## config.mk

```make
export PLATFORM = sky130hd
export DESIGN_NAME = flash_access_arbiter
export DESIGN_NICKNAME = d
export VERILOG_FILES = /design/src/rtl/flash_access_arbiter.sv
export SDC_FILE = /design/constraint.sdc
export NUM_CORES = 1
export LEC_CHECK = 0
export ABC_AREA = 1
export CAP_MARGIN = 20
export CORE_MARGIN = 2
export CORE_UTILIZATION = 39
export DETAILED_ROUTE_END_ITERATION = 6
export PLACE_DENSITY = 0.68
export REMOVE_ABC_BUFFERS = 1
export SLEW_MARGIN = 20
export SYNTH_ARGS = -nofsm -noshare
export SYNTH_HDL_FRONTEND = slang
export SYNTH_SLANG_ARGS = --single-unit
```

## constraint.sdc

```tcl
create_clock -name clk -period 3.4 [get_ports clk]
set_clock_uncertainty 0.15 [all_clocks]
set_input_delay 0.85 -clock clk [delete_from_list [all_inputs] [get_ports clk]]
set_output_delay 0.85 -clock clk [all_outputs]
set_load 0.01 [all_outputs]
```

## src/rtl/flash_access_arbiter.sv

```systemverilog
// Round-robin arbiter giving two requesters read access to two flash chips; ack arrives WAIT_CYCLES+2 edges after grant when flash_rdy is high.
// Requesters hold req until ack; optional WAIT abort under FLASH_ACCESS_TIMEOUT_EN.
module flash_access_arbiter #(
  parameter int N           = 16,
  parameter int WAIT_CYCLES = 2,
  parameter int TIMEOUT     = 15
) (
  input  logic         clk,
  input  logic         nRESET,
  input  logic         req0,
  input  logic         req1,
  input  logic [N-1:0] addr0,
  input  logic [N-1:0] addr1,
  input  logic [7:0]   flash_data,
  input  logic         flash_rdy,
  output logic [7:0]   flash_sel_0,
  output logic [7:0]   flash_sel_1,
  output logic [1:0]   chip_select,
  output logic [12:0]  flash_addr,
  output logic         ack0,
  output logic         ack1,
  output logic         err,
  output logic [7:0]   rdata,
  output logic         busy
);

  typedef enum logic [1:0] {S_IDLE, S_SETUP, S_WAIT, S_DONE} state_t;

  localparam logic [7:0] CNT_LAST = 8'(WAIT_CYCLES - 1);
  localparam logic [7:0] CNT_SAT  = 8'((TIMEOUT > WAIT_CYCLES) ? TIMEOUT : WAIT_CYCLES);

  state_t       r_state;
  state_t       w_state_nxt;
  logic         r_gnt;
  logic         r_last;
  logic [N-1:0] r_addr;
  logic [7:0]   r_cnt;
  logic [7:0]   r_cap_dat;
  logic         r_cap_err;
  logic [7:0]   r_sel0;
  logic [7:0]   r_sel1;
  logic [1:0]   r_cs;
  logic [12:0]  r_faddr;
  logic         r_ack0;
  logic         r_ack1;
  logic         r_err;
  logic [7:0]   r_rdata;
  logic         r_busy;

  logic [N-1:0] w_addr_hi;
  logic [1:0]   w_chip;
  logic         w_pick;
  logic         w_rdy_done;
  logic         w_abort;

  // r_addr only changes in IDLE, so the decode stays stable for the whole access.
  assign w_addr_hi = r_addr >> 13;

  always_comb begin
    w_chip = 2'b11;
    if (w_addr_hi == '0) begin
      w_chip = 2'b00;
    end else if (w_addr_hi == N'(1)) begin
      w_chip = 2'b01;
    end
  end

  assign w_pick     = (req0 && req1) ? ~r_last : req1;
  assign w_rdy_done = (r_cnt >= CNT_LAST) && flash_rdy;

`ifdef FLASH_ACCESS_TIMEOUT_EN
  localparam logic [7:0] CNT_ABORT = 8'(TIMEOUT - 1);
  assign w_abort = (r_cnt >= CNT_ABORT) && !flash_rdy;
`else
  assign w_abort = 1'b0;
`endif

  always_ff @(posedge clk or negedge nRESET) begin
    if (!nRESET) begin
      r_state <= S_IDLE;
    end else begin
      r_state <= w_state_nxt;
    end
  end

  always_comb begin
    w_state_nxt = r_state;
    case (r_state)
      S_IDLE:  if (req0 || req1) w_state_nxt = S_SETUP;
      S_SETUP: w_state_nxt = (w_chip == 2'b11) ? S_DONE : S_WAIT;
      S_WAIT:  if (w_rdy_done || w_abort) w_state_nxt = S_DONE;
      S_DONE:  w_state_nxt = S_IDLE;
      default: w_state_nxt = S_IDLE;
    endcase
  end

  always_ff @(posedge clk or negedge nRESET) begin
    if (!nRESET) begin
      r_gnt     <= 1'b0;
      r_last    <= 1'b1;
      r_addr    <= '0;
      r_cnt     <= 8'd0;
      r_cap_dat <= 8'h00;
      r_cap_err <= 1'b0;
      r_faddr   <= 13'd0;
      r_err     <= 1'b0;
      r_rdata   <= 8'h00;
    end else begin
      case (r_state)
        S_IDLE: begin
          if (req0 || req1) begin
            r_gnt  <= w_pick;
            r_addr <= w_pick ? addr1 : addr0;
          end
        end
        S_SETUP: begin
          r_cnt <= 8'd0;
          if (w_chip != 2'b11) begin
            r_faddr <= 13'(r_addr);
          end else begin
            r_cap_dat <= 8'h00;
            r_cap_err <= 1'b1;
          end
        end
        S_WAIT: begin
          if (r_cnt < CNT_SAT) r_cnt <= r_cnt + 8'd1;
          if (w_rdy_done) begin
            r_cap_dat <= flash_data;
            r_cap_err <= 1'b0;
          end else if (w_abort) begin
            r_cap_dat <= 8'h00;
            r_cap_err <= 1'b1;
          end
        end
        S_DONE: begin
          // rdata/err only move together with ack so they hold between completions.
          r_rdata <= r_cap_dat;
          r_err   <= r_cap_err;
          r_last  <= r_gnt;
        end
        default: ;
      endcase
    end
  end

  // Enables track the next state so they are active exactly in WAIT cycles.
  always_ff @(posedge clk or negedge nRESET) begin
    if (!nRESET) begin
      r_sel0 <= 8'hFF;
      r_sel1 <= 8'hFF;
      r_cs   <= 2'b11;
      r_ack0 <= 1'b0;
      r_ack1 <= 1'b0;
      r_busy <= 1'b0;
    end else begin
      r_sel0 <= (w_state_nxt == S_WAIT && w_chip == 2'b00) ? 8'hFE : 8'hFF;
      r_sel1 <= (w_state_nxt == S_WAIT && w_chip == 2'b01) ? 8'hFD : 8'hFF;
      r_cs   <= (w_state_nxt == S_WAIT) ? w_chip : 2'b11;
      r_ack0 <= (r_state == S_DONE) && !r_gnt;
      r_ack1 <= (r_state == S_DONE) && r_gnt;
      r_busy <= (w_state_nxt != S_IDLE);
    end
  end

  assign flash_sel_0 = r_sel0;
  assign flash_sel_1 = r_sel1;
  assign chip_select = r_cs;
  assign flash_addr  = r_faddr;
  assign ack0        = r_ack0;
  assign ack1        = r_ack1;
  assign err         = r_err;
  assign rdata       = r_rdata;
  assign busy        = r_busy;

endmodule
```

==> results.rst <==
.. list-table::
   :header-rows: 1

   * - Metric
     - Value
   * - Run status
     - complete, no violations
   * - Combined buffer and inverter count along the critical path
     - 1
   * - Critical path type
     - reg2out
   * - Height of the die
     - 90.9 µm
   * - Critical path, cell by cell
     - clkdlybuf4s50_1
   * - CP max-delay cell
     - clkdlybuf4s50_1
   * - Final hold violations
     - 0
   * - Clock-pin slew reported for the worst setup and hold paths after clock tree synthesis
     - 0.07 ns
   * - Number of global-route vias before repair
     - 2184
   * - Class of the tightest hold or removal check
     - reg2reg
   * - Skew-Pair Late Insertion Delay
     - roughly 0.33 ns
   * - Number of flip-flops and latches in the synthesized netlist
     - 66
   * - Synth Warn #
     - 0
   * - Data required time at the worst endpoint
     - ~2.4 ns
   * - Sink count of the clock tree
     - 66
   * - Post-cts hold buffer count
     - 0
   * - Post-synthesis average cell area
     - 9.29 µm²
   * - Power per standard cell area
     - 829 nW/µm²
   * - Initial core utilization
     - 40.4%
   * - Crit end category
     - output pin
   * - Post-synth design cell area
     - 2940 µm²
   * - Antenna violations before repair
     - 0
   * - HPWL Detailed
     - around 4200 µm
   * - Area growth from synthesis to final layout
     - 32.6%
   * - Fraction of the yosys area taken by sequential cells
     - 56.3%
   * - Detailed-router iteration count before antenna repair
     - 4
   * - Pin count of the biggest net entering global routing
     - 39
   * - Setup_tns
     - 0 ns
   * - Number of remaining DRC errors
     - 0
   * - Filler cell count in the final layout
     - 707
   * - Share of the clock period used by the worst path after layout
     - 69.8%
   * - Total power draw
     - 3.23 mW
   * - Unrepaired setup endpoints after global routing
     - false
   * - Routed wl met2
     - 2700 µm
   * - DR vias
     - between 2k and 2.5k
   * - Full die area
     - 8260 µm²
   * - Global-route wire length before repair
     - 10200 µm
   * - Critical path data arrival time
     - 1.37 ns
   * - Cells after synthesis
     - 317
   * - Delay-heaviest family, CP
     - buffers and inverters
   * - Max FO, Critical Path
     - 1
   * - Iter 0 DRT Violations
     - 98
   * - Share of cells above drive strength 1
     - 12.6%
   * - Ratio of routed vias to standard cells
     - 4.54
   * - Overflow left after global routing
     - 0
   * - CTS tree
     - done
   * - Root Buffer Master
     - clkbuf_8
   * - Routed length on met3
     - 500 µm
   * - Weighted congestion at the end of routability-driven global placement
     - between 0.7 and 0.8
   * - Top routing layer in use
     - met4
   * - Antenna cell count
     - 0
   * - Startpoint Class
     - flip-flop
   * - Area of the core
     - approximately 7300 µm²
   * - Delay contributed by the slowest stage of the critical path
     - around 0.52 ns
   * - Post-cts repair resize count
     - 0
   * - Worst Tran Pin Value
     - roughly 0.67 ns
   * - Number of setup buffers added after CTS
     - 0
   * - Wire length per cell after detailed routing
     - 12.1 µm
   * - Wl on met1
     - 2720 µm
   * - LEAKAGE
     - about 1.8 nW
   * - Chip width
     - 90.9 µm
   * - Number of different library cells in the post-synthesis netlist
     - 26
   * - Number of setup violations in the final report
     - 0
   * - Slew headroom
     - 55.6%
   * - Fmax
     - 0.422 GHz
   * - Nets
     - 444
   * - Htree depth
     - 3
   * - Number of rows in the core area
     - 31
   * - Port buffer count
     - 73
   * - GRT Overall Usage
     - about 16%
   * - Final critical path time including I/O delays and setup
     - 2.37 ns
   * - Final Slew Violations
     - 0
   * - Number of top-level design ports
     - a little under 90
   * - Routed wire length
     - about 6000 µm
   * - Clk buf depth
     - 2
   * - Total clock buffers created by CTS
     - 9
   * - Maximum capacitance violations
     - 0
   * - Antenna viol nets, final
     - 0
   * - VDD IR max
     - 0.368 mV
area by class of cell:
class	instances	area, µm²	area share, %
Inverter	35	131	3.37
Timing Repair Buffer	75	753	19.3
Tap cell	99	124	3.17
Sequential cell	66	1660	42.5
Clock buffer	14	163	4.17
Multi-Input combinational cell	204	1040	26.6
Clock inverter	2	35.0	0.898
cell usage after synthesis, drive strengths merged:
| master | count | area share [%] |
|---|---|---|
| nand2 | 81 | 11 |
| dfrtp | 61 | 52 |
| o21ai | 46 | 9.1 |
| inv | 35 | 4.5 |
| nor2 | 28 | 3.9 |
| buf | 20 | 4.9 |
| o22ai | 14 | 3.0 |
| ha | 8 | 3.4 |
| nand3 | 8 | 1.8 |
| clkbuf | 5 | 0.68 |
| dfstp | 5 | 4.5 |
| a21oi | 2 | 0.34 |
| conb | 1 | 0.13 |
| nand3b | 1 | 0.26 |
| o211ai | 1 | 0.42 |
| xor2 | 1 | 0.30 |
flip-flops by register name (all words and copies together), names as in the netlist:
signal / count
busy: 1
flash_sel_1: 1
r_cap_dat: 8
ack0: 1
rdata: 8
chip_select: 2
r_addr: 16
r_last: 1
r_cap_err: 1
r_state: 2
err: 1
r_gnt: 1
flash_addr: 13
flash_sel_0: 1
ack1: 1
r_cnt: 8
path summary, 6_finish.rpt:
path / from / to / slack (ns) / depth (start not counted)
worst max-delay path: flash_sel_0[0] / flash_sel_0[0] / 1.03 / 1
worst min-delay path: r_addr[13] / flash_sel_1[1] / 0.30 / 1
worst max register to register: r_state[0] / r_cnt[3] / 1.39 / 7
worst min register to register: r_addr[13] / flash_sel_1[1] / 0.30 / 1
max in group asynchronous: nRESET / flash_addr[11] / 2.07 / 2
min in group asynchronous: nRESET / rdata[6] / 0.40 / 1
stage by stage:
step | area (µm²) | hold slack [ns] | setup slack (ns) | util, % | std cells
2_1_floorplan | 2830 | 0.250 | 1.67 | - | 305
3_3_place_gp | 3700 | 0.258 | 1.08 | 50.8 | 479
3_5_place_dp | 3700 | 0.284 | 0.985 | 50.8 | 479
4_1_cts | 3900 | 0.300 | 1.01 | 53.5 | 495
5_1_grt | 3900 | 0.307 | 0.985 | 53.5 | 495
6_report | 3900 | 0.297 | 1.03 | 53.5 | 495
layer usage:
layer	global-route usage [%]	vias up
met4	3.41	0
li1	-	1127
met1	20.3	1033
met3	6.51	6
met2	24.3	81
met5	0	-
kinds of logic (layout without fill, tap and decap cells):
logic type	Yosys count	count (layout)	synth area share (%)
xor gates and xnor gates	1	1	0.298
and+or+nand+nor	118	118	17.0
other	1	14	0.127
adders and majority gates	8	8	3.40
buffers and inverters	60	126	10.1
DFF	66	66	56.3
AOI/OAI and AO/OA	63	63	12.8
placed cells by master, fill, tap and decap left out, drive strengths merged:
master         instances
clkbuf                14
nand2                 81
o211ai                 1
xor2                   1
o22ai                 14
dfrtp                 61
conb                  14
inv                   35
clkdlybuf4s50         72
a21oi                  2
nand3b                 1
dfstp                  5
o21ai                 46
buf                    3
nand3                  8
clkinv                 1
bufinv                 1
nor2                  28
ha                     8
power breakdown:
group / internal, mW / leakage, nW / switching [mW]
clock: 0.379 / 0.101 / 0.282
combinational: 0.565 / 0.904 / 0.771
sequential: 1.09 / 0.832 / 0.144
Power figures use the tool's default switching activity.
